<file path="src/rtl/fft_stage_ctrl_pkg.sv">
// Shared definitions for the FFT stage ping-pong sequencer: bank state encodings,
// err_code bit positions and a ceil-log2 helper.
package fft_stage_ctrl_pkg;

  typedef enum logic [1:0] {
    BANK_EMPTY    = 2'd0,
    BANK_FILLING  = 2'd1,
    BANK_FULL     = 2'd2,
    BANK_DRAINING = 2'd3
  } bank_state_e;

  localparam int ERR_WR_SPURIOUS = 0;
  localparam int ERR_RD_SPURIOUS = 1;
  localparam int ERR_TIMEOUT     = 2;
  localparam int ERR_W           = 3;

  function automatic int clog2(input int value);
    int r;
    int v;
    r = 0;
    v = value - 1;
    while (v > 0) begin
      r++;
      v = v >> 1;
    end
    return r;
  endfunction

endpackage

</file>
<file path="src/rtl/stage_ctrl_watchdog.sv">
// Per-side watchdog: counts cycles while its side is busy and trips on the cycle
// the count would reach TIMEOUT. TIMEOUT = 0 disables tripping.
module stage_ctrl_watchdog #(
  parameter int TIMEOUT = 64,
  parameter int TW      = 16
) (
  input  logic clk,
  input  logic rst_n,
  input  logic clear_i,
  input  logic busy_i,
  output logic trip_o
);

  localparam logic [TW:0] LIMIT = (TW + 1)'(TIMEOUT);

  logic [TW-1:0] cnt_q;
  logic [TW-1:0] cnt_d;
  logic [TW:0]   cnt_inc;

  assign cnt_inc = {1'b0, cnt_q} + (TW + 1)'(1);

  always_comb begin
    cnt_d = cnt_q;
    if (clear_i) begin
      cnt_d = '0;
    end else if (busy_i) begin
      cnt_d = cnt_q + TW'(1);
    end
  end

  always_ff @(posedge clk) begin
    if (!rst_n) begin
      cnt_q <= '0;
    end else begin
      cnt_q <= cnt_d;
    end
  end

  // Trip is raised while the increment that lands on TIMEOUT is being taken.
  assign trip_o = (TIMEOUT != 0) && busy_i && (cnt_inc == LIMIT);

endmodule

</file>
<file path="src/rtl/stage_pingpong_ctrl.sv">
// Double-buffered FFT stage sequencer: alternates two banks between loader and
// unloader, flags protocol errors. Optional err_code port: STAGE_CTRL_ERRCODE_EN.
module stage_pingpong_ctrl
  import fft_stage_ctrl_pkg::*;
#(
  parameter int N       = 16,
  parameter int TIMEOUT = 4 * N,
  parameter int TW      = 16
) (
  input  logic       clk,
  input  logic       rst_n,
  output logic       wr_start,
  output logic       wr_bank,
  input  logic       wr_finished,
  input  logic       rd_ready,
  output logic       rd_start,
  output logic       rd_bank,
  input  logic       rd_finished,
  output logic [1:0] bank_full,
  output logic       error
`ifdef STAGE_CTRL_ERRCODE_EN
  ,
  output logic [2:0] err_code
`endif
);

  bank_state_e            bank_q [2];
  bank_state_e            bank_d [2];
  logic                   wr_bank_q, wr_bank_d;
  logic                   rd_bank_q, rd_bank_d;
  logic                   wr_busy_q, wr_busy_d;
  logic                   rd_busy_q, rd_busy_d;
  logic                   wr_start_q, wr_start_d;
  logic                   rd_start_q, rd_start_d;
  logic [ERR_W-1:0]       err_code_q, err_code_d;

  logic wr_fin_ok, rd_fin_ok;
  logic wr_busy_mid, rd_busy_mid;
  logic wr_trip, rd_trip;

  // Finished pulses are applied first so a freed/filled bank can start next cycle.
  assign wr_fin_ok   = wr_finished && wr_busy_q;
  assign rd_fin_ok   = rd_finished && rd_busy_q;
  assign wr_busy_mid = wr_busy_q && !wr_fin_ok;
  assign rd_busy_mid = rd_busy_q && !rd_fin_ok;

  stage_ctrl_watchdog #(
    .TIMEOUT (TIMEOUT),
    .TW      (TW)
  ) u_wr_wdog (
    .clk     (clk),
    .rst_n   (rst_n),
    .clear_i (wr_start_d),
    .busy_i  (wr_busy_mid),
    .trip_o  (wr_trip)
  );

  stage_ctrl_watchdog #(
    .TIMEOUT (TIMEOUT),
    .TW      (TW)
  ) u_rd_wdog (
    .clk     (clk),
    .rst_n   (rst_n),
    .clear_i (rd_start_d),
    .busy_i  (rd_busy_mid),
    .trip_o  (rd_trip)
  );

  always_comb begin
    bank_d     = bank_q;
    wr_bank_d  = wr_bank_q;
    rd_bank_d  = rd_bank_q;
    wr_busy_d  = wr_busy_mid;
    rd_busy_d  = rd_busy_mid;
    wr_start_d = 1'b0;
    rd_start_d = 1'b0;
    err_code_d = err_code_q;

    if (wr_fin_ok) begin
      bank_d[wr_bank_q] = BANK_FULL;
      wr_bank_d         = ~wr_bank_q;
    end
    if (rd_fin_ok) begin
      bank_d[rd_bank_q] = BANK_EMPTY;
      rd_bank_d         = ~rd_bank_q;
    end

    if (wr_finished && !wr_busy_q) err_code_d[ERR_WR_SPURIOUS] = 1'b1;
    if (rd_finished && !rd_busy_q) err_code_d[ERR_RD_SPURIOUS] = 1'b1;
    if (wr_trip || rd_trip)        err_code_d[ERR_TIMEOUT]     = 1'b1;

    // A newly raised error already suppresses the start it coincides with.
    if (!wr_busy_mid && (err_code_d == '0) && (bank_d[wr_bank_d] == BANK_EMPTY)) begin
      wr_start_d        = 1'b1;
      bank_d[wr_bank_d] = BANK_FILLING;
      wr_busy_d         = 1'b1;
    end
    if (!rd_busy_mid && (err_code_d == '0) && rd_ready &&
        (bank_d[rd_bank_d] == BANK_FULL)) begin
      rd_start_d        = 1'b1;
      bank_d[rd_bank_d] = BANK_DRAINING;
      rd_busy_d         = 1'b1;
    end
  end

  always_ff @(posedge clk) begin
    if (!rst_n) begin
      bank_q[0]  <= BANK_EMPTY;
      bank_q[1]  <= BANK_EMPTY;
      wr_bank_q  <= 1'b0;
      rd_bank_q  <= 1'b0;
      wr_busy_q  <= 1'b0;
      rd_busy_q  <= 1'b0;
      wr_start_q <= 1'b0;
      rd_start_q <= 1'b0;
      err_code_q <= '0;
    end else begin
      bank_q[0]  <= bank_d[0];
      bank_q[1]  <= bank_d[1];
      wr_bank_q  <= wr_bank_d;
      rd_bank_q  <= rd_bank_d;
      wr_busy_q  <= wr_busy_d;
      rd_busy_q  <= rd_busy_d;
      wr_start_q <= wr_start_d;
      rd_start_q <= rd_start_d;
      err_code_q <= err_code_d;
    end
  end

  assign wr_start  = wr_start_q;
  assign rd_start  = rd_start_q;
  assign wr_bank   = wr_bank_q;
  assign rd_bank   = rd_bank_q;
  assign bank_full = {(bank_q[1] == BANK_FULL) || (bank_q[1] == BANK_DRAINING),
                      (bank_q[0] == BANK_FULL) || (bank_q[0] == BANK_DRAINING)};
  assign error     = |err_code_q;

`ifdef STAGE_CTRL_ERRCODE_EN
  assign err_code  = err_code_q;
`endif

endmodule

</file>
<file path="config.mk">
export PLATFORM = sky130hd
export DESIGN_NAME = stage_pingpong_ctrl
export DESIGN_NICKNAME = d
export VERILOG_FILES = /design/src/rtl/fft_stage_ctrl_pkg.sv /design/src/rtl/stage_ctrl_watchdog.sv /design/src/rtl/stage_pingpong_ctrl.sv
export SDC_FILE = /design/constraint.sdc
export NUM_CORES = 1
export LEC_CHECK = 0
export ABC_AREA = 1
export BUFFER_PORTS_ARGS = -buffer_cell sky130_fd_sc_hd__buf_2
export CAP_MARGIN = 20
export CORE_UTILIZATION = 40
export DETAILED_ROUTE_END_ITERATION = 8
export SYNTH_ARGS = -nofsm -noshare
export SYNTH_HDL_FRONTEND = slang
export SYNTH_SLANG_ARGS = --single-unit
</file>
<file path="constraint.sdc">
create_clock -name clk -period 2.35 [get_ports clk]
set_clock_uncertainty 0.15 [all_clocks]
set_input_delay 0.47 -clock clk [delete_from_list [all_inputs] [get_ports clk]]
set_output_delay 0.47 -clock clk [all_outputs]
set_load 0.005 [all_outputs]
</file>
## Word-level counts from Yosys, hierarchy flattened

Cells that the tools add are included.

| word-level totals | value |
|---|---|
| register bits | 45 |
| output and inout bits | 7 |

| cells by class | value |
|---|---|
| add/subtract/negate cells | 4 |
| magnitude comparators | 8 |
| equal/unequal tests | 7 |
| mux-type cells | 27 |
| bitwise logic cells | 16 |
| reductions and logical operators | 31 |

Operators with widths:

| cell | count |
|---|---|
| $add 16x1->17 const B | 2 |
| $eq 17x7->1 const B | 2 |
| $add 16x1->16 const B | 2 |
| $mux 2 | 10 |
| $logic_and 1x1->1 | 17 |
| $mux 4 | 4 |
| $eq 2x2->1 const B | 5 |
| $mux 1 | 9 |
| $demux 2 s1 | 4 |
| $ge 2x2->1 const B | 4 |
| $lt 2x1->1 const B | 4 |
| $not 1->2 | 4 |
| $logic_not 1->1 | 6 |
| $and 2x2->2 | 2 |
| $and 4x4->4 | 1 |
| $not 2->2 | 2 |
| $not 4->4 | 1 |
| $or 2x2->2 | 2 |
| $or 4x4->4 | 1 |
| $reduce_or 2->1 | 2 |
| $logic_not 3->1 | 1 |
| $logic_or 1x1->1 | 3 |
| $not 1->1 | 3 |
| $reduce_or 3->1 | 1 |
| $logic_not 2->1 | 1 |

## Longest topological paths before layout

| logic depth | value |
|---|---|
| depth after elaboration | 23 |
| depth in mapped cells | 16 |
| mapped depth without buffers | 16 |

## Cells and area by module

From an unflattened synthesis, not the netlist that was laid out.

| second synthesis, totals | value |
|---|---|
| cell total of the unflattened synthesis | 431 |
| area total of the unflattened synthesis | 2722.6 µm² |

Modules (own cells, without submodules):

| module | times used | cells each | area an instance (µm²) |
|---|---|---|---|
| stage_ctrl_watchdog | 2 | 174 | 1069.8 |
| stage_pingpong_ctrl | 1 | 83 | 583.1 |

## Worst setup path before layout

No wires, ideal clock.

| timing path | value |
|---|---|
| path kind | register -> register |
| start point | reg u_rd_wdog.cnt_q[0] |
| end point | reg u_rd_wdog.cnt_q[12] |
| setup time | 119 ps |
| arrival | 1886 ps |
| slack | 195 ps |
| stages on the path, launching flop included | 16 |
| path buffers | 1 |
| clock period less this slack | 2155 ps |
| cell sequence | dfxtp_1 -> ha_1 -> nand2_1 -> nor2_1 -> nand2_2 -> o21bai_1 -> nand2_1 -> nand2_1 -> nor2_1 -> nand3_1 -> nand2_1 -> nor2_4 -> nand4_4 -> nand2_4 -> buf_12 -> nor2_2 |

| on the way | value |
|---|---|
| word-level cells in the longest chain between the ends | 16 |

Ends and longest elaborated chain:

| what | line | text |
|---|---|---|
| start: declaration | stage_ctrl_watchdog.sv:16 | `logic [TW-1:0] cnt_q;` |
| start signal: assignment | stage_ctrl_watchdog.sv:35 | `cnt_q <= cnt_d;` |
| $add 16x1->17 | stage_ctrl_watchdog.sv:20 | `assign cnt_inc = {1'b0, cnt_q} + (TW + 1)'(1);` |
| $eq 17x7->1 | stage_ctrl_watchdog.sv:40 | `assign trip_o = (TIMEOUT != 0) && busy_i && (cnt_inc == LIMIT);` |
| $logic_and 1x1->1 | stage_ctrl_watchdog.sv:40 |  |
| $logic_or 1x1->1 | stage_pingpong_ctrl.sv:90 | `if (wr_trip \|\| rd_trip) err_code_d[ERR_TIMEOUT] = 1'b1;` |
| $mux 1 | stage_pingpong_ctrl.sv:90 |  |
| $logic_not 3->1 | stage_pingpong_ctrl.sv:93, stage_pingpong_ctrl.sv:98 |  |
| $logic_and 1x1->1 (2 in series) | stage_pingpong_ctrl.sv:93 | `if (!wr_busy_mid && (err_code_d == '0) && (bank_d[wr_bank_d] == BANK_EMPTY)) begin` |
| $mux 4 | stage_pingpong_ctrl.sv:93 |  |
| $mux 2 (implied by the code) (3 in series) | stage_pingpong_ctrl.sv:99 | `(bank_d[rd_bank_d] == BANK_FULL)) begin` |
| $eq 2x2->1 | stage_pingpong_ctrl.sv:99 |  |
| $logic_and 1x1->1 | stage_pingpong_ctrl.sv:98 | `if (!rd_busy_mid && (err_code_d == '0) && rd_ready &&` |
| $mux 1 | stage_pingpong_ctrl.sv:98 |  |
| $reduce_or 2->1 (no line) | -- |  |

Several ways; a longest one is shown, not always the timed one. The select of a mux whose other input is x is not followed.
A chain may end at the register's enable or synchronous reset.

## Worst setup path in the final report

| timing path | value |
|---|---|
| start point | reg u_rd_wdog.cnt_q[1] |
| end point | reg bank_q[0] (netlist bit) |

| on the way | value |
|---|---|
| word-level cells in the longest chain between the ends | 15 |

Ends and longest elaborated chain:

| what | line | text |
|---|---|---|
| $add 16x1->17 (*) | stage_ctrl_watchdog.sv:20 |  |
| $eq 17x7->1 (*) | stage_ctrl_watchdog.sv:40 |  |
| $logic_and 1x1->1 (*) | stage_ctrl_watchdog.sv:40 |  |
| $logic_or 1x1->1 (*) | stage_pingpong_ctrl.sv:90 |  |
| $mux 1 (*) | stage_pingpong_ctrl.sv:90 |  |
| $logic_not 3->1 (*) | stage_pingpong_ctrl.sv:93, stage_pingpong_ctrl.sv:98 |  |
| $logic_and 1x1->1 (2 in series) | stage_pingpong_ctrl.sv:93 |  |
| $mux 4 | stage_pingpong_ctrl.sv:93 |  |
| $mux 2 (implied by the code) (3 in series) | stage_pingpong_ctrl.sv:99 |  |
| $eq 2x2->1 | stage_pingpong_ctrl.sv:99 |  |
| $logic_and 1x1->1 | stage_pingpong_ctrl.sv:98 |  |
| $mux 4 (*) | stage_pingpong_ctrl.sv:98 |  |
| end: declaration | stage_pingpong_ctrl.sv:27 | `bank_state_e bank_q [2];` |

Every way passes the cells marked *; elsewhere a longest branch is shown, timed or not. The select of a mux whose other input is x is not followed.

==> results.md <==
- Status: complete, no violations
- Vias in the first global route: ~2400
- Synthesized area: 2645 sq um
- Critical path's most frequent cell: nor2_1
- Fmax: 436.7 MHz
- Clk sink count: 45
- TritonCTS buffer count: 5
- Starting Density: 41.66%
- Area Overhead vs Synth: 21.76%
- Number of synthesized flops with an enable pin: 0
- Most common cell in the netlist: nand2_1
- RSZ-0062 raised after global routing: true
- CP Cell Sequence: buf_6 > nand2_2 > nor2_4 > nand2_2 > inv_2 > nand4_1 > nand2_1 > nor2_1 > nand3_1 > nand2_2 > nor2_4 > nand4_4 > nor2_1 > nor2_1 > nor2_1
- Final min period: roughly 2.3 ns
- Pwr Density: 463.6 nW/um^2
- Initial DRC count: between 100 and 150
- Synth top area cells: dfxtp_1 34%, nand2_1 17%, nor2_1 9.9%, inv_1 6.0%, o21ai_0 5.3%
- CTS clock-pin slew for the worst setup and hold paths: 0.09 ns
- Post-Synthesis Cells: 417
- GP Congestion: approximately 0.86
- Layout fillers: between 600 and 700
- Core Area: approximately 6300 sq um
- Synth async-reset ratio: 0%
- Die area: between 6000 and 7000 sq um
- Placed Area: ~2900 sq um
- Synthesis warning total: 0
- Ports: 12
- Leading area contributor after synthesis: dfxtp_1
- Hold slack final: 0.3142 ns
- Post-route setup TNS: 0 ns
- Setup WS pre-CTS: -0.02865 ns
- CP arrival: between 2 and 2.5 ns
- Syn nets: 425
- Post-route setup slack: 0.06004 ns
- Nets: 451
- Synth cell types: 30
- Total wire length: 6.000 mm
- CP max-delay cell: dfxtp_4
- GRT Overall Usage: around 18%
- Final core occ: 50.72%
- Fin area: 3221 sq um
- Initial antenna violation count: 0
- Final Hold Viols: 0
- Final cycle utilization of the critical path: roughly 100%
- H-tree levels: 2
- Largest net degree at the start of global routing: 20
- Port Buffers: 11
- DRC Markers: 0
- WP buf/inv: 2
- Synth top cells by count: 122 x nand2_1, 70 x nor2_1, 45 x dfxtp_1
- Pre-antenna DRT Iters: 4
- Height of the die: ~83 um
- Hold Crit Class: input pin to register
- # hold bufs at CTS: 0
- Least-Margin Pin Slew: between 0.4 and 0.5 ns
- Final setup violation count: 0
- Lkg Pwr: ~1.3 nW
- GRT overflow: 0
- Row count: 29
- Inserted Diodes: 0
- Max-cap violations: 0
- Top-area cell type share of the netlist area: ~34%
- Die span in x: between 80 and 90 um
- Routed Antenna Nets: 0
- Clock latency on the worst-skew pair: about 0.3 ns
- CTS Buffer Depth: 2
- Startpoint type of the worst setup path: register
- First-pass GRT wire length: 10.17 mm
- Seq cells post-synth: 45
- Vias per cell: between 4 and 5
- CP Max Fanout: 5
- Crit-path max cell delay: between 0.3 and 0.4 ns
- Critical path capture point type: register
- Setup CP Type: register to register
- CTS tree: done
- DR vias: about 2600
- HPWL after detailed placement: 4.353 mm
- Max-slew headroom: 70.73%
- Ys flop type: dfxtp_1
- Sequential area share after synthesis: approximately a third
- Layout cells sized above 1: approximately a quarter
- Clock root buffer: clkbuf_8
- CP delay by family, top: simple AND/OR/NAND/NOR gates
- Fin. max-slew vios: 0
- Syn_area_per_cell: 6.343 sq um
- Critical Path RT: 2.44 ns
- Max rail drop VDD: about 240 uV
- Wire per inst: about 12 um
==> metal layers <==
layer,up-vias,track usage (%),part of all wire (%)
met4,0,5.643,0.92
met3,6,3.479,2.9
met1,1151,22.06,48
li1,1369,-,-
met5,-,0,0
met2,29,30.10,48
==> cell families after synthesis <==
logic type / share of synthesized area, %
and+or+nand+nor: 44.51
buffers and inverters: 8.562
AOI/OAI and AO/OA: 9.130
DFF: 34.06
xor gates and xnor gates: 2.318
adders and majority gates: 1.419
==> layout make-up <==
cell class	count	area (sq um)	area share [%]
clock buffer	6	72.57	2.253
clock inverter	2	38.79	1.204
tap	77	96.34	2.991
timing repair buffer	28	219.0	6.799
sequential	45	915.9	28.44
multi-input combinational	319	1713	53.19
inverter	44	165.2	5.128
==> what timing repair did <==
action / 4_1_cts / 5_1_grt
setup buffers: 0 / 5
setup endpoints to repair: 0 / 36
gates resized for setup: 0 / 64
==> worst reg2reg max path: stages (launching register included) <==
cell and delay, ns:
dfxtp_4 0.38, buf_6 0.11, nand2_2 0.06, nor2_4 0.19, nand2_2 0.09, inv_2 0.07, nand4_1 0.07, nand2_1 0.10
nor2_1 0.07, nand3_1 0.10, nand2_2 0.08, nor2_4 0.19, nand4_4 0.24, nor2_1 0.19, nor2_1 0.06, nor2_1 0.07
==> final timing paths <==
| path | cells after the start | endpoint | slack (ns) | start |
|---|---|---|---|---|
| max | 15 | bank_q[0] | 0.06 | u_rd_wdog.cnt_q[1] |
| min | 3 | err_code_q[1] | 0.31 | rd_finished |
| max reg2reg | 15 | bank_q[0] | 0.06 | u_rd_wdog.cnt_q[1] |
| min reg2reg | 2 | u_wr_wdog.cnt_q[15] | 0.33 | u_wr_wdog.cnt_q[15] |
==> stage by stage <==
step	cells	power (W)
final	521	0.001493
after global routing	521	0.001567
after CTS	515	0.001511
after detailed placement	507	0.0009160
after global placement	507	0.0009153
after floorplan	417	0.0008800
==> cells in the final DEF, fill, tap and decap left out, types with 3 or more instances in the layout <==
cell type,Yosys,routed
buf_2,0,11
o21bai_1,3,3
buf_6,1,3
inv_2,2,4
nand2_2,4,12
nor2_4,2,11
nand4_1,11,11
inv_1,42,40
nor2_1,70,57
clkbuf_8,0,5
o21ai_0,28,26
xor2_1,4,4
nand3_1,23,19
xnor2_1,3,3
dfxtp_2,0,9
nand3_2,0,4
nand3b_1,3,3
nand2_1,122,113
dfxtp_1,45,35
a21oi_2,0,3
a21oi_1,11,8
nor2_2,19,23
buf_4,0,12
==> report_power, final <==
part / internal [W] / switching [W] / total, W
combinational: 0.0000463 / 0.0000732 / 0.000120
sequential: 0.000775 / 0.0000111 / 0.000786
clock: 0.000319 / 0.000268 / 0.000587
total: 0.00114 / 0.000352 / 0.00149
==> registers in the layout (all words and copies together), names as in the netlist, 3 cells and up <==
| name | flops |
|---|---|
| u_wr_wdog.cnt_q | 16 |
| err_code_q | 3 |
| u_rd_wdog.cnt_q | 16 |
| bank_q | 4 |
Power figures use the tool's default switching activity.
